## config.mk

```make
export PLATFORM = sky130hd
export DESIGN_NAME = ro_freq_counter
export DESIGN_NICKNAME = d
export VERILOG_FILES = /design/src/rtl/ro_freq_counter.sv
export SDC_FILE = /design/constraint.sdc
export NUM_CORES = 1
export LEC_CHECK = 0
export BUFFER_PORTS_ARGS = -buffer_cell sky130_fd_sc_hd__buf_2
export CAP_MARGIN = 0
export CELL_PAD_IN_SITES_DETAIL_PLACEMENT = 1
export CELL_PAD_IN_SITES_GLOBAL_PLACEMENT = 1
export CORE_MARGIN = 2
export CORE_UTILIZATION = 40
export CTS_BUF_LIST = sky130_fd_sc_hd__clkbuf_4 sky130_fd_sc_hd__clkbuf_8
export DETAILED_ROUTE_END_ITERATION = 12
export PLACE_DENSITY_LB_ADDON = 0.1
export SETUP_SLACK_MARGIN = 0.05
export SLEW_MARGIN = 15
export SYNTH_ARGS = -nofsm -noshare
export SYNTH_HDL_FRONTEND = slang
export SYNTH_SLANG_ARGS = --single-unit
```

## constraint.sdc

```tcl
create_clock -name Clk -period 4.4 [get_ports Clk]
set_input_delay 1.32 -clock Clk [delete_from_list [all_inputs] [get_ports Clk]]
set_output_delay 1.32 -clock Clk [all_outputs]
set_load 0.05 [all_outputs]
```

## src/rtl/ro_freq_counter.sv

```systemverilog
`timescale 1ns/1ps
// ro_freq_counter
//   Measures a ring oscillator by counting rising edges of its output over a
//   programmable window of Clk cycles. Ro_in is asynchronous: it is
//   synchronised and edge-detected in the Clk domain, so the oscillator must
//   run below Clk/4.
//
//   Sequence: IDLE -> SETTLE (SETTLE_CYCLES, oscillator enabled, edges ignored)
//             -> MEASURE (gate cycles, edges counted) -> DONE (result held
//             until Count_ack) -> IDLE.
//
// Ports
//   Clk, Reset       system clock, async active-high reset
//   Start            measurement request, accepted only in IDLE
//   Gate_cycles      window length in Clk cycles, latched on accepted Start
//   Ro_in            oscillator output (asynchronous)
//   Ro_enable        registered oscillator enable
//   Busy             high in SETTLE and MEASURE
//   Count, Overflow  result, qualified by Count_valid
//   Count_valid      result available, held until Count_ack
//   Count_ack        consumer acknowledge
module ro_freq_counter #(
  parameter int GATE_WIDTH    = 24,
  parameter int COUNT_WIDTH   = 24,
  parameter int SYNC_STAGES   = 2,
  parameter int SETTLE_CYCLES = 16
) (
  input  logic                   Clk,
  input  logic                   Reset,
  input  logic                   Start,
  input  logic [GATE_WIDTH-1:0]  Gate_cycles,
  input  logic                   Ro_in,
  output logic                   Ro_enable,
  output logic                   Busy,
  output logic [COUNT_WIDTH-1:0] Count,
  output logic                   Overflow,
  output logic                   Count_valid,
  input  logic                   Count_ack
);

  localparam int SW = (SETTLE_CYCLES > 1) ? $clog2(SETTLE_CYCLES) : 1;
  localparam logic [SW-1:0] SETTLE_LAST = SW'(SETTLE_CYCLES - 1);

  typedef enum logic [1:0] {IDLE, SETTLE, MEASURE, DONE} state_t;

  state_t                 state, state_nxt;
  logic [SYNC_STAGES-1:0] sync_q;
  logic                   ro_s, ro_prev, rise;
  logic [SW-1:0]          settle_cnt;
  logic [GATE_WIDTH-1:0]  gate_cnt;
  logic [COUNT_WIDTH-1:0] edge_cnt, edge_nxt;
  logic                   ovf_run, ovf_nxt;
  logic                   settle_end, gate_end;

  assign ro_s       = sync_q[SYNC_STAGES-1];
  assign rise       = ro_s & ~ro_prev;
  assign settle_end = (settle_cnt == '0);
  // gate_cnt counts down from G to 1 in MEASURE, so G=0 never enters it.
  assign gate_end   = (gate_cnt == GATE_WIDTH'(1));
  assign Busy       = (state == SETTLE) || (state == MEASURE);

  // Saturating edge counter: a rise arriving at all-ones is lost and flagged.
  always_comb begin
    edge_nxt = edge_cnt;
    ovf_nxt  = ovf_run;
    if (rise) begin
      if (&edge_cnt) ovf_nxt  = 1'b1;
      else           edge_nxt = edge_cnt + COUNT_WIDTH'(1);
    end
  end

  always_ff @(posedge Clk or posedge Reset) begin
    if (Reset) state <= IDLE;
    else       state <= state_nxt;
  end

  always_comb begin
    state_nxt = state;
    unique case (state)
      IDLE:    if (Start)      state_nxt = SETTLE;
      SETTLE:  if (settle_end) state_nxt = (gate_cnt == '0) ? DONE : MEASURE;
      MEASURE: if (gate_end)   state_nxt = DONE;
      DONE:    if (Count_ack)  state_nxt = IDLE;
      default:                 state_nxt = IDLE;
    endcase
  end

  always_ff @(posedge Clk or posedge Reset) begin
    if (Reset) begin
      sync_q      <= '0;
      ro_prev     <= 1'b0;
      settle_cnt  <= '0;
      gate_cnt    <= '0;
      edge_cnt    <= '0;
      ovf_run     <= 1'b0;
      Ro_enable   <= 1'b0;
      Count       <= '0;
      Overflow    <= 1'b0;
      Count_valid <= 1'b0;
    end else begin
      sync_q  <= {sync_q[SYNC_STAGES-2:0], Ro_in};
      ro_prev <= ro_s;
      unique case (state)
        IDLE: if (Start) begin
          gate_cnt   <= Gate_cycles;
          settle_cnt <= SETTLE_LAST;
          edge_cnt   <= '0;
          ovf_run    <= 1'b0;
          Overflow   <= 1'b0;
          Ro_enable  <= 1'b1;
        end
        SETTLE: begin
          if (!settle_end) settle_cnt <= settle_cnt - SW'(1);
          else if (gate_cnt == '0) begin
            Count       <= '0;
            Overflow    <= 1'b0;
            Count_valid <= 1'b1;
            Ro_enable   <= 1'b0;
          end
        end
        MEASURE: begin
          edge_cnt <= edge_nxt;
          ovf_run  <= ovf_nxt;
          gate_cnt <= gate_cnt - GATE_WIDTH'(1);
          // Result includes a rise seen in the final gate cycle.
          if (gate_end) begin
            Count       <= edge_nxt;
            Overflow    <= ovf_nxt;
            Count_valid <= 1'b1;
            Ro_enable   <= 1'b0;
          end
        end
        DONE: if (Count_ack) Count_valid <= 1'b0;
        default: ;
      endcase
    end
  end

endmodule

```

# Word level (Yosys, flattened, before mapping)
# Cells that the tools add are included.
[op_classes] addsub=3 n_eq_ne=10 n_mux=35 n_bitwise=2 n_reduce_logical=16
[ops] cell="$mux W24" count=7
[ops] cell="$pmux W24 S2" count=3
[ops] cell="$add A24 B1 Y24 const B" count=1
[ops] cell="$eq A24 B1 Y1 const B" count=1
[ops] cell="$logic_not A24 Y1" count=1
[ops] cell="$reduce_and A24 Y1" count=1
[ops] cell="$sub A24 B1 Y24 const B" count=1
[ops] cell="$mux W1" count=13
[ops] cell="$ne A2 B2 Y1 const B" count=5
[ops] cell="$reduce_and A5 Y1" count=2
[ops] cell="$pmux W1 S3" count=3
[ops] cell="$mux W2" count=4
[ops] cell="$mux W4" count=2
[ops] cell="$pmux W2 S4" count=1
[ops] cell="$pmux W4 S2" count=1
[ops] cell="$reduce_and A4 Y1" count=2
[ops] cell="$reduce_bool A2 Y1" count=3
[ops] cell="$reduce_bool A3 Y1" count=2
[ops] cell="$eq A2 B2 Y1 const B" count=2
[ops] cell="$logic_not A4 Y1" count=1
[ops] cell="$sub A4 B1 Y4 const B" count=1
[ops] cell="$reduce_and A3 Y1" count=1
[ops] cell="$eq A2 B1 Y1 const B" count=1
[ops] cell="$logic_not A2 Y1" count=1
[ops] cell="6 further kinds" count=6
[word_totals] ff_bits=85 in_bits=29 word_cells=77

# Logic depth before layout (Yosys ltp)
# Gate-level depths: netlist (run 1).
[depth] depth_word=5 ltp_mapped=11 ltp_nobuf=7

# Least setup slack after synthesis (run 1)
# Ideal clock, no wire load.
[synth_timing] path_type="input to register" start="input port Start" end="register gate_cnt[19]" setup_ps=127 arrival_time_ps=2409 t_required_ps=4273 path_slack_ps=1864 stages=6 path_cell_list="nand2_1 -> and2_1 -> clkbuf_1 -> clkbuf_1 -> a21oi_1 -> o2bb2a_1"
[synth_via] elab_chain_len=2
[synth_lines] item="start: declaration" line="30" text="input logic Start,"
[synth_lines] item="$ne A2 B2 Y1 (no source line)"
[synth_lines] item="$reduce_and A2 Y1 (no source line)"
[synth_lines] item="end signal: assignment" line="105" text="gate_cnt <= Gate_cycles;"
[synth_lines] item="end signal: assignment" line="124" text="gate_cnt <= gate_cnt - GATE_WIDTH'(1);"
[synth_lines] item="end: declaration" line="50" text="logic [GATE_WIDTH-1:0] gate_cnt;"
# No other way between the ends.
# A chain may end at the register's enable or synchronous reset.

# Worst setup path in the final report (run 1)
[layout_timing] start="register gate_cnt[2]" end="register Count[3]"
[layout_via] elab_chain_len=3 elab_cells_between_ends=5 cone_classes="eq/ne: 3; reduce/logical: 2"
[layout_lines] item="$eq A24 B1 Y1 or $logic_not A24 Y1 (tied branches)" line="59, 114"
[layout_lines] item="$ne A2 B2 Y1 (no source line) or $ne A2 B1 Y1 (tied branches)"
[layout_lines] item="$reduce_and A4 Y1 (no source line) (*)"
[layout_lines] item="end signal: assignment" line="127" text="Count <= edge_nxt;"
[layout_lines] item="end: declaration" line="35" text="output logic [COUNT_WIDTH-1:0] Count,"
# Every way passes the cells marked *; elsewhere a longest branch is shown, timed or not.

==> run summary, run 1 <==
CTS
* 3 — number of levels in the clock H-tree
* 0 — hold bufs inserted after CTS
* 0 — number of setup buffers added after CTS
* 370 ps — Clock Latency Late Sink
* 80 ps — clk slew on worst S/H paths
* 9 — TritonCTS buffer count
* sky130_fd_sc_hd__clkbuf_8 — Root Buffer
* built — clock tree from TritonCTS
* 2 — CTS Buffer Depth
* 0 — quantity of gates resized following cts
* 85 — CTS sink cnt

Floorplanning
* 118 µm — vertical die dimension
* 57 — I/O pin count
* 118 µm — overall die width
* 41.2% — Initial Utilization
* 14000 µm² — DIE AREA
* 41 — std cell rows
* 12700 µm² — core outline area

STA
* 999 ps — worst slew pin tran
* 0 — Final setup viols
* 4.99 ps — worst clock skew
* 0 — Final Slew Violations
* no — RSZ-0062 raised after global routing
* 66.0% — period utilisation layout
* 1490 ps — final worst-path setup slack
* 2910 ps — Final min period
* 0 — Final Hold Vio Count
* 33.0% — relative slew slack
* 0 ps — total negative setup slack
* 344 MHz — Achievable Freq

Placement
* 56 — count of port buffers added during placement
* 11.2 mm — placed wire-length estimate after detailed placement
* 1340 ps — pre-CTS setup slack
* 0.899 — routability-driven placement congestion ratio

Detailed routing
* 18.5 µm — wire per inst
* 15.3 mm — Detailed Route WL
* 189 — DR iter-0 viols
* 0 — post-route antenna net violation count
* 4 — Detailed Routing Iterations Pass 1
* 0 — post-route DRC violation count
* 5.92 — via-per-instance ratio
* 4892 — routed via count

GRT
* 73 — pin count of the biggest net entering global routing
* 4988 — number of global-route vias before repair
* 0 — Overflow after GRT
* 0 — number of antenna violations at the first check in global routing
* 25.6 mm — wire length of the first global-routing pass
* 22.6% — global-route total usage across every layer

Yosys
* sky130_fd_sc_hd__dfrtp_1 41%, sky130_fd_sc_hd__nand2_1 5.2%, sky130_fd_sc_hd__o21ai_0 4.6% — leading post-synthesis cells by cell area
* 61 — number of different library cells in the post-synthesis netlist
* 656 — Post-Synthesis Net Count
* sky130_fd_sc_hd__dfrtp_1 — primary flip-flop cell chosen by synthesis mapping
* 100% — fraction of registers with async set or reset after synthesis
* 40.8% — fraction of post-synthesis cell area in the top cell type by area
* sky130_fd_sc_hd__dfrtp_1 — cell with the most instances after synthesis
* 0 — count of yosys warnings during synthesis
* 85 x sky130_fd_sc_hd__dfrtp_1, 72 x sky130_fd_sc_hd__nand2_1, 49 x sky130_fd_sc_hd__nor2_1 — most common library cells after synthesis
* 8.45 µm² — average cell area after synthesis
* 617 — cell count after synthesis
* 0 — number of enable-type register cells in the synthesized netlist
* 85 — Synth Register Bits
* 5220 µm² — cell area after synthesis
* 40.8% — part of the Yosys area used for sequential elements
* sky130_fd_sc_hd__dfrtp_1 — cell taking the most area after synthesis

Setup path
* 10 — largest fanout on the critical path
* gate_cnt[2]$_DFFE_PP0P_ — launching element of the worst setup path
* Count[3]$_DFFE_PP0P_ — critical register-to-register path endpoint
* Count[3]$_DFFE_PP0P_ — CP Capture Point
* 5 — worst-case reg-to-reg path depth
* reg -> reg — category of the most critical setup path
* 1490 ps — Reg2Reg Setup Slack
* 3220 ps — WP data arrival
* flip-flop — crit start category
* flip-flop — endpoint class of the critical path
* gate_cnt[2]$_DFFE_PP0P_ — launch point of the worst reg-to-reg path
* 4710 ps — critical path data required time

Pwr
* 43.7% — combinational group share of total power
* 45.9% — switch share
* 39.3% — register share of total power
* 352 µV — VDD IR-drop max
* 2.40 nW — P_leak
* 1.41 mW — switching power of the nets
* 532 nW/µm² — power per standard cell area
* 1.67 mW — Internal Pwr Total
* 17.0% — Clk network pwr share

Cells and area
* 689 — net total in the final layout
* 15.1% — fraction of layout cells with a size suffix above 1
* 0 — final antenna diode count
* 11.1% — Area growth, synth to finish

Outcome
* finished, final reports clean — result of the run

Job
* 0 — maximum capacitance violations

Min path
* reg -> reg — type of the most critical hold path

[power by group through the flow]
stage               clock (mW)  sequential (mW)  combinational, mW
global placement             0             1.21               1.30
global route             0.576             1.25               1.52
detailed placement           0             1.22               1.36
CTS                      0.543             1.21               1.36
floorplan                    0             1.16               1.04
finish                   0.525             1.21               1.35
[metrics by stage]
step                hold slack (ps)  instances  area, µm²  total power, mW  util, %
floorplan                       331        617       5220             2.19        -
global placement                333        811       5620             2.51     44.4
detailed placement              338        811       5620             2.58     44.4
CTS                             355        826       5790             3.11     45.7
global route                    378        826       5790             3.35     45.7
finish                          351        826       5790             3.08     45.7
[worst min path at each step]
stage                                   start  slack (ps)  depth (start not counted)             endpoint
after floorplan           sync_q[0]$_DFF_PP0_         330                          0  sync_q[1]$_DFF_PP0_
after global placement    sync_q[0]$_DFF_PP0_         330                          0  sync_q[1]$_DFF_PP0_
after detailed placement  sync_q[0]$_DFF_PP0_         340                          0  sync_q[1]$_DFF_PP0_
after CTS                 sync_q[0]$_DFF_PP0_         350                          0  sync_q[1]$_DFF_PP0_
after global routing      sync_q[0]$_DFF_PP0_         380                          0  sync_q[1]$_DFF_PP0_
final                     sync_q[0]$_DFF_PP0_         350                          0  sync_q[1]$_DFF_PP0_
[cell usage in the layout (no fill, tap or decap), types with 10 or more instances in the layout]
master	instances
sky130_fd_sc_hd__nor4_1	12
sky130_fd_sc_hd__nand3_1	28
sky130_fd_sc_hd__or4_1	10
sky130_fd_sc_hd__dfrtp_1	85
sky130_fd_sc_hd__buf_2	56
sky130_fd_sc_hd__a21oi_1	44
sky130_fd_sc_hd__nor3_1	16
sky130_fd_sc_hd__mux2i_1	17
sky130_fd_sc_hd__o21ai_0	48
sky130_fd_sc_hd__nand2_1	72
sky130_fd_sc_hd__nor2_1	49
sky130_fd_sc_hd__nand4_1	21
sky130_fd_sc_hd__o22ai_1	11
sky130_fd_sc_hd__buf_4	11
sky130_fd_sc_hd__xnor2_1	14
sky130_fd_sc_hd__inv_1	15
sky130_fd_sc_hd__clkbuf_8	10
[cell type report]
type	count	area, µm²
repair buffers	67	363
clock buffers	13	160
fillers	1549	6880
well taps	172	215
flip-flops and latches	85	2130
clock inverters	2	10.0
inverters	16	61.3
multi-input cells	471	2860
[flip-flops by register name, indices dropped and copies added (netlist names), 2 cells and up]
name        flops
gate_cnt       24
settle_cnt      4
edge_cnt       24
state           2
Count          24
sync_q          2
[kinds of logic after synthesis]
logic type	count (synthesis)	share of synthesized area, %
XOR/XNOR	14	2.35
adder cells (fa/ha/maj)	10	2.40
AND/OR/NAND/NOR	256	25.0
AO/OA/AOI/OAI	171	21.0
flip-flops	85	40.8
multiplexers	20	3.91
buffers and inverters	61	4.51
[routing by layer]
layer  share of wire [%]  wire, µm  global-route usage (%)
met5                   0         0                       0
met4                 2.5       385                    8.81
met3                 3.6       543                    3.28
met2                  49      7520                    38.2
met1                  45      6840                    29.1
[critical path, stage by stage, from the launching register on]
cell,delay (ps)
sky130_fd_sc_hd__dfrtp_1,430
sky130_fd_sc_hd__nor4_2,780
sky130_fd_sc_hd__nand4_2,210
sky130_fd_sc_hd__or4_1,790
sky130_fd_sc_hd__or4_1,540
sky130_fd_sc_hd__nand3_1,90
No activity file was read; power rests on OpenSTA's default activity.
==> run 2: changes to the inputs <==
--- a/config.mk
+++ b/config.mk
@@ -5,6 +5,7 @@
 export SDC_FILE = /design/constraint.sdc
 export NUM_CORES = 1
 export LEC_CHECK = 0
+export ABC_AREA = 1
 export BUFFER_PORTS_ARGS = -buffer_cell sky130_fd_sc_hd__buf_2
 export CAP_MARGIN = 0
 export CELL_PAD_IN_SITES_DETAIL_PLACEMENT = 1
==> constraint.sdc (replaced) <==
create_clock -name Clk -period 2.5 [get_ports Clk]
set_input_delay 0.75 -clock Clk [delete_from_list [all_inputs] [get_ports Clk]]
set_output_delay 0.75 -clock Clk [all_outputs]
set_load 0.05 [all_outputs]
==> run 2 against run 1 <==
  * Sequential share of layout area is 0.94 points lower
  * Global-route usage down 0.99 points
  * Combinational power rose to 2.8 times the previous value
  * Critical path depth fell by 2
  * Setup slack got worse by 1300 ps
  * Area after synthesis is 0.41% higher
  * Clock-buffer cell count decreased by 1
  * Clock skew increased by 2.4 ps
  * Register-to-register slack got worse by 1200 ps
  * Critical path type is now reg -> out
  * Highest routed layer unchanged
==> run summary, run 2 <==
Yosys
* 100% — fraction of registers with async set or reset after synthesis
* 775 — Post-Synthesis Net Count
* 223 x sky130_fd_sc_hd__nand2_1, 88 x sky130_fd_sc_hd__nor2_1, 85 x sky130_fd_sc_hd__dfrtp_1 — most common library cells after synthesis
* 7.12 µm² — average cell area after synthesis
* sky130_fd_sc_hd__dfrtp_1 — primary flip-flop cell chosen by synthesis mapping
* 5240 µm² — cell area after synthesis
* 0 — number of enable-type register cells in the synthesized netlist
* 40 — number of different library cells in the post-synthesis netlist
* 85 — Synth Register Bits
* 0 — count of yosys warnings during synthesis
* sky130_fd_sc_hd__nand2_1 — cell with the most instances after synthesis
* sky130_fd_sc_hd__dfrtp_1 — cell taking the most area after synthesis
* 736 — cell count after synthesis
* sky130_fd_sc_hd__dfrtp_1 41%, sky130_fd_sc_hd__nand2_1 16%, sky130_fd_sc_hd__nor2_1 6.3% — leading post-synthesis cells by cell area
* 40.6% — part of the Yosys area used for sequential elements
* 40.6% — fraction of post-synthesis cell area in the top cell type by area

Floorplanning
* 12700 µm² — core outline area
* 118 µm — vertical die dimension
* 41 — std cell rows
* 14000 µm² — DIE AREA
* 57 — I/O pin count
* 41.2% — Initial Utilization
* 118 µm — overall die width

STA
* 0 — Final Hold Vio Count
* 0 — Final setup viols
* 7.41 ps — worst clock skew
* 357 ps — minimum hold slack
* 91.8% — period utilisation layout
* 495 ps — worst slew pin tran
* 67.0% — relative slew slack
* 436 MHz — Achievable Freq
* 0 — Final Slew Violations
* no — RSZ-0062 raised after global routing
* 0 ps — total negative setup slack
* 2300 ps — Final min period

CTS
* 3 — number of levels in the clock H-tree
* 80 ps — clk slew on worst S/H paths
* sky130_fd_sc_hd__clkbuf_8 — Root Buffer
* 0 — hold bufs inserted after CTS
* 9 — TritonCTS buffer count
* 380 ps — Clock Latency Late Sink
* 85 — CTS sink cnt
* built — clock tree from TritonCTS
* 2 — CTS Buffer Depth

Cells and area
* 223 x sky130_fd_sc_hd__nand2_1, 88 x sky130_fd_sc_hd__nor2_1, 85 x sky130_fd_sc_hd__dfrtp_1 — commonest non-fill, non-tap cells in the layout
* 13.5% — Area growth, synth to finish
* 2690 µm² — multi-input combinational cell area
* 0 — final antenna diode count
* 46.7% — Final Core Density
* 830 — net total in the final layout
* Count (24), edge_cnt (24), gate_cnt (24) — largest registers in the final layout
* 1697 — fill count
* sky130_fd_sc_hd__nand2_1 — commonest non-fill, non-tap cell in the layout
* 2130 µm² — register area
* 15.7% — fraction of layout cells with a size suffix above 1
* 5950 µm² — post-route cell area
* 968 — final standard cell count with taps included and fillers excluded

Detailed routing
* 14.8 µm — wire per inst
* 4 — Detailed Routing Iterations Pass 1
* 4920 — routed via count
* 0 — post-route DRC violation count
* 14.4 mm — Detailed Route WL
* 225 — DR iter-0 viols
* 5.08 — via-per-instance ratio
* 0 — post-route antenna net violation count

Setup path
* 8 — worst-case reg-to-reg path depth
* 1750 ps — critical path data required time
* output pin — endpoint class of the critical path
* flip-flop — crit start category
* 1550 ps — WP data arrival
* reg -> out — category of the most critical setup path
* 7 — largest fanout on the critical path

Min path
* reg -> reg — type of the most critical hold path
* 0 — Cells on Worst Hold Path

Pwr
* 774 µV — VDD IR-drop max
* 1220 nW/µm² — power per standard cell area
* 2.89 nW — P_leak

GRT
* 5219 — number of global-route vias before repair
* 21.6% — global-route total usage across every layer
* 0 — Overflow after GRT
* 0 — number of antenna violations at the first check in global routing
* 24.7 mm — wire length of the first global-routing pass
* 86 — pin count of the biggest net entering global routing

Outcome
* finished, final reports clean — result of the run

Job
* 0 — maximum capacitance violations

Placement
* 10.5 mm — placed wire-length estimate after detailed placement
* 56 — count of port buffers added during placement
* 5690 µm² — placed standard-cell area
* 0.835 — routability-driven placement congestion ratio
* 948 — DP Cell Count

## run 2: changes by cell type in the layout (fill, tap and decap cells not counted), sizes merged, moves of 28 or more
cell / before / now
nand2: 72 / 229
inv: 15 / 72
nor2: 49 / 103
nand3: 28 / 60
a21oi: 44 / 16
## run 2: layout make-up
type	count	share of cell area [%]
tap	172	3.62
inverter	73	4.71
sequential	85	35.8
clock buffer	12	2.67
multi-input combinational	551	45.2
clock inverter	4	1.18
timing repair buffer	71	6.82
## run 2: metal layers
layer	vias up	wire [µm]	track usage [%]
met5	-	0	0
met4	0	187	5.58
met3	18	432	4.63
met2	51	7310	38.9
met1	2384	6430	26.0
li1	2467	-	-
## run 2: critical path, cell delays in order, from the launching register on
cell,delay [ps]
sky130_fd_sc_hd__dfrtp_1,460
sky130_fd_sc_hd__inv_1,110
sky130_fd_sc_hd__ha_1,330
sky130_fd_sc_hd__buf_2,270
## run 2: through the flow
step / power, mW / setup WS (ps)
2_1_floorplan: 5.16 / 687
3_3_place_gp: 5.94 / 392
3_5_place_dp: 6.11 / 261
4_1_cts: 7.26 / 171
5_1_grt: 7.88 / 99.6
6_report: 7.25 / 205
## run 2: path summary, 6_finish.rpt
path,start,endpoint,slack (ps)
min in group asynchronous,Reset,Count[10]$_DFFE_PP0P_,460
max in group asynchronous,Reset,Count[21]$_DFFE_PP0P_,1630
hold / removal,sync_q[0]$_DFF_PP0_,sync_q[1]$_DFF_PP0_,360
setup reg to reg,state[0]$_DFFE_PP0P_,gate_cnt[4]$_DFFE_PP0P_,330
setup / recovery,state[0]$_DFFE_PP0P_,Busy,200
hold reg to reg,sync_q[0]$_DFF_PP0_,sync_q[1]$_DFF_PP0_,360
## run 2: cell families (layout without fill, tap and decap cells)
group	count (synthesis)	in the layout	synth area share (%)
simple gates	421	421	34.6
compound gates	100	100	10.8
buf+inv	100	160	8.24
flops	85	85	40.6
xor+xnor	20	20	3.34
fa+ha+maj	10	10	2.39
## run 2: where the power goes
group	internal [mW]	leakage (nW)	switching (mW)
Sequential	1.88	1.10	0.454
Combinational	1.10	1.67	2.68
Clock	0.625	0.120	0.504
Total	3.61	2.89	3.64
## run 2: what timing repair did
action | 4_1_cts | 5_1_grt
setup endpoints to repair | 0 | 1
setup buffers | 0 | 4
gates resized for setup | 0 | 0
==> run 3: changes to the inputs <==
--- a/config.mk
+++ b/config.mk
@@ -11,7 +11,7 @@
 export CELL_PAD_IN_SITES_DETAIL_PLACEMENT = 1
 export CELL_PAD_IN_SITES_GLOBAL_PLACEMENT = 1
 export CORE_MARGIN = 2
-export CORE_UTILIZATION = 40
+export CORE_UTILIZATION = 35
 export CTS_BUF_LIST = sky130_fd_sc_hd__clkbuf_4 sky130_fd_sc_hd__clkbuf_8
 export DETAILED_ROUTE_END_ITERATION = 12
 export PLACE_DENSITY_LB_ADDON = 0.1
==> run 3 against run 2 <==
  * Critical path depth unchanged
  * Sequential share of layout area rose by 0.18 points
  * Total power fell by 2.3%
  * Utilization decreased by 6.2 points
  * Sequential cell count unchanged
  * Register-to-register slack about the same
  * Clock-buffer cell count up 3
  * Cell area down 0.51%
  * Cell count rose by 1.0%
  * Sequential power about the same
  * Critical path type unchanged
  * Largest cell class unchanged
  * Highest routed layer unchanged
==> run summary, run 3 (synthesis gave the netlist of run 2 again) <==
CTS
* 0 — hold bufs inserted after CTS
* 0 — quantity of gates resized following cts
* 3 — number of levels in the clock H-tree
* 9 — TritonCTS buffer count
* 80 ps — clk slew on worst S/H paths
* 380 ps — Clock Latency Late Sink
* 85 — CTS sink cnt
* 2 — CTS Buffer Depth
* built — clock tree from TritonCTS
* sky130_fd_sc_hd__clkbuf_8 — Root Buffer

Floorplanning
* 14600 µm² — core outline area
* 35.9% — Initial Utilization
* 126 µm — overall die width
* 57 — I/O pin count
* 16000 µm² — DIE AREA
* 44 — std cell rows
* 126 µm — vertical die dimension

Setup path
* flip-flop — crit start category
* 2 — number of buffer and inverter instances along the worst setup path
* 470 ps — stage delay of the slowest cell on the critical path
* inv_1 -> ha_1 -> buf_2 — list of cells traversed by the critical path
* 1540 ps — WP data arrival
* reg -> out — category of the most critical setup path
* flip-flops — dominant delay contributor by cell family on the critical path
* output pin — endpoint class of the critical path
* sky130_fd_sc_hd__dfrtp_1 — cell with the largest stage delay on the worst path
* 1750 ps — critical path data required time
* 7 — largest fanout on the critical path

Pwr
* 32.9% — register share of total power
* 13.7% — Clk network pwr share
* 3.44 mW — Internal Pwr Total
* 53.4% — combinational group share of total power
* 3.64 mW — switching power of the nets
* 700 µV — VDD IR-drop max
* 51.4% — switch share
* 1200 nW/µm² — power per standard cell area
* 2.87 nW — P_leak

GRT
* 5063 — number of global-route vias before repair
* 19.0% — global-route total usage across every layer
* 86 — pin count of the biggest net entering global routing
* 24.8 mm — wire length of the first global-routing pass
* 0 — Overflow after GRT
* 0 — number of antenna violations at the first check in global routing

Min path
* reg -> reg — type of the most critical hold path

Cells and area
* sky130_fd_sc_hd__nand2_1 — commonest non-fill, non-tap cell in the layout
* Count (24), edge_cnt (24), gate_cnt (24) — largest registers in the final layout
* 12.9% — Area growth, synth to finish
* 0 — final antenna diode count
* 223 x sky130_fd_sc_hd__nand2_1, 88 x sky130_fd_sc_hd__nor2_1, 85 x sky130_fd_sc_hd__dfrtp_1 — commonest non-fill, non-tap cells in the layout
* 828 — net total in the final layout
* 15.5% — fraction of layout cells with a size suffix above 1
* 40.5% — Final Core Density

STA
* 0 — Final Slew Violations
* 0 ps — total negative setup slack
* 91.6% — period utilisation layout
* 0 — Final Hold Vio Count
* 5.71 ps — worst clock skew
* 437 MHz — Achievable Freq
* 493 ps — worst slew pin tran
* 66.9% — relative slew slack
* no — RSZ-0062 raised after global routing
* 2290 ps — Final min period
* 0 — Final setup viols

Detailed routing
* 0 — post-route DRC violation count
* 5.04 — via-per-instance ratio
* 4925 — routed via count
* 150 — DR iter-0 viols
* 4 — Detailed Routing Iterations Pass 1
* 14.6 mm — Detailed Route WL
* 0 — post-route antenna net violation count
* 14.9 µm — wire per inst

Placement
* 56 — count of port buffers added during placement
* 10.5 mm — placed wire-length estimate after detailed placement
* 0.773 — routability-driven placement congestion ratio

Job
* 0 — maximum capacitance violations

Outcome
* finished, final reports clean — result of the run

run 3: cell types whose count changed in the layout (fill, tap and decap cells not counted), sizes merged:
cell and delta:
clkbuf +3, buf -2, bufinv -2, clkinv -1
run 3: final timing paths:
kind                                           end                 start  depth (start not counted)  slack (ps)
min in group asynchronous    Count[16]$_DFFE_PP0P_                 Reset                          3         480
max reg2reg                gate_cnt[4]$_DFFE_PP0P_  state[0]$_DFFE_PP0P_                          8         330
min reg2reg                    sync_q[1]$_DFF_PP0_   sync_q[0]$_DFF_PP0_                          0         370
min                            sync_q[1]$_DFF_PP0_   sync_q[0]$_DFF_PP0_                          0         370
max in group asynchronous        ro_prev$_DFF_PP0_                 Reset                          3        1610
max                                           Busy  state[0]$_DFFE_PP0P_                          3         210
run 3: final cells by class:
| cell class | count | area (µm²) |
|---|---|---|
| Fill cell | 1880 | 8670 |
| Multi-Input combinational cell | 551 | 2690 |
| Sequential cell | 85 | 2130 |
| Timing Repair Buffer | 69 | 403 |
| Inverter | 73 | 280 |
| Tap cell | 184 | 230 |
| Clock buffer | 15 | 181 |
| Clock inverter | 1 | 5.00 |
run 3: through the flow:
| stage | instance area (µm²) | cells | hold slack [ps] | power (mW) | setup slack [ps] |
|---|---|---|---|---|---|
| 4_1_cts | 5890 | 975 | 372 | 7.14 | 196 |
| 2_1_floorplan | 5240 | 736 | 331 | 5.16 | 687 |
| 5_1_grt | 5920 | 978 | 381 | 7.75 | 103 |
| 3_5_place_dp | 5710 | 959 | 354 | 6.13 | 263 |
| 3_3_place_gp | 5710 | 959 | 335 | 5.99 | 406 |
| 6_report | 5920 | 978 | 366 | 7.08 | 211 |
run 3: power groups by stage:
stage	combinational, mW	sequential [mW]	clock [mW]
after floorplan	2.39	2.77	0
after global placement	3.65	2.34	0
after detailed placement	3.77	2.36	0
after CTS	3.80	2.34	1.00
after global routing	4.27	2.42	1.06
final	3.79	2.33	0.970
run 3: worst reg2reg max path, stage by stage, from the launching register on:
cell	delay (ps)
sky130_fd_sc_hd__dfrtp_1	470
sky130_fd_sc_hd__inv_1	100
sky130_fd_sc_hd__ha_1	250
sky130_fd_sc_hd__inv_2	120
sky130_fd_sc_hd__nor2_1	120
sky130_fd_sc_hd__a21oi_4	150
sky130_fd_sc_hd__buf_4	430
sky130_fd_sc_hd__o21ai_0	230
sky130_fd_sc_hd__o22ai_1	220
run 3: routing by layer:
| layer | global-route usage (%) | part of all wire (%) | wire (µm) | vias up |
|---|---|---|---|---|
| met5 | 0 | 0 | 0 | - |
| met4 | 4.27 | 1.1 | 160 | 0 |
| met3 | 3.50 | 2.2 | 319 | 11 |
| met2 | 33.1 | 49 | 7190 | 51 |
| met1 | 24.7 | 47 | 6920 | 2400 |
| li1 | - | - | - | 2463 |
run 3: timing repair:
action	CTS	global route
buffers inserted	0	3
setup endpoints to repair	0	8
endpoints found under the hold margin	0	0
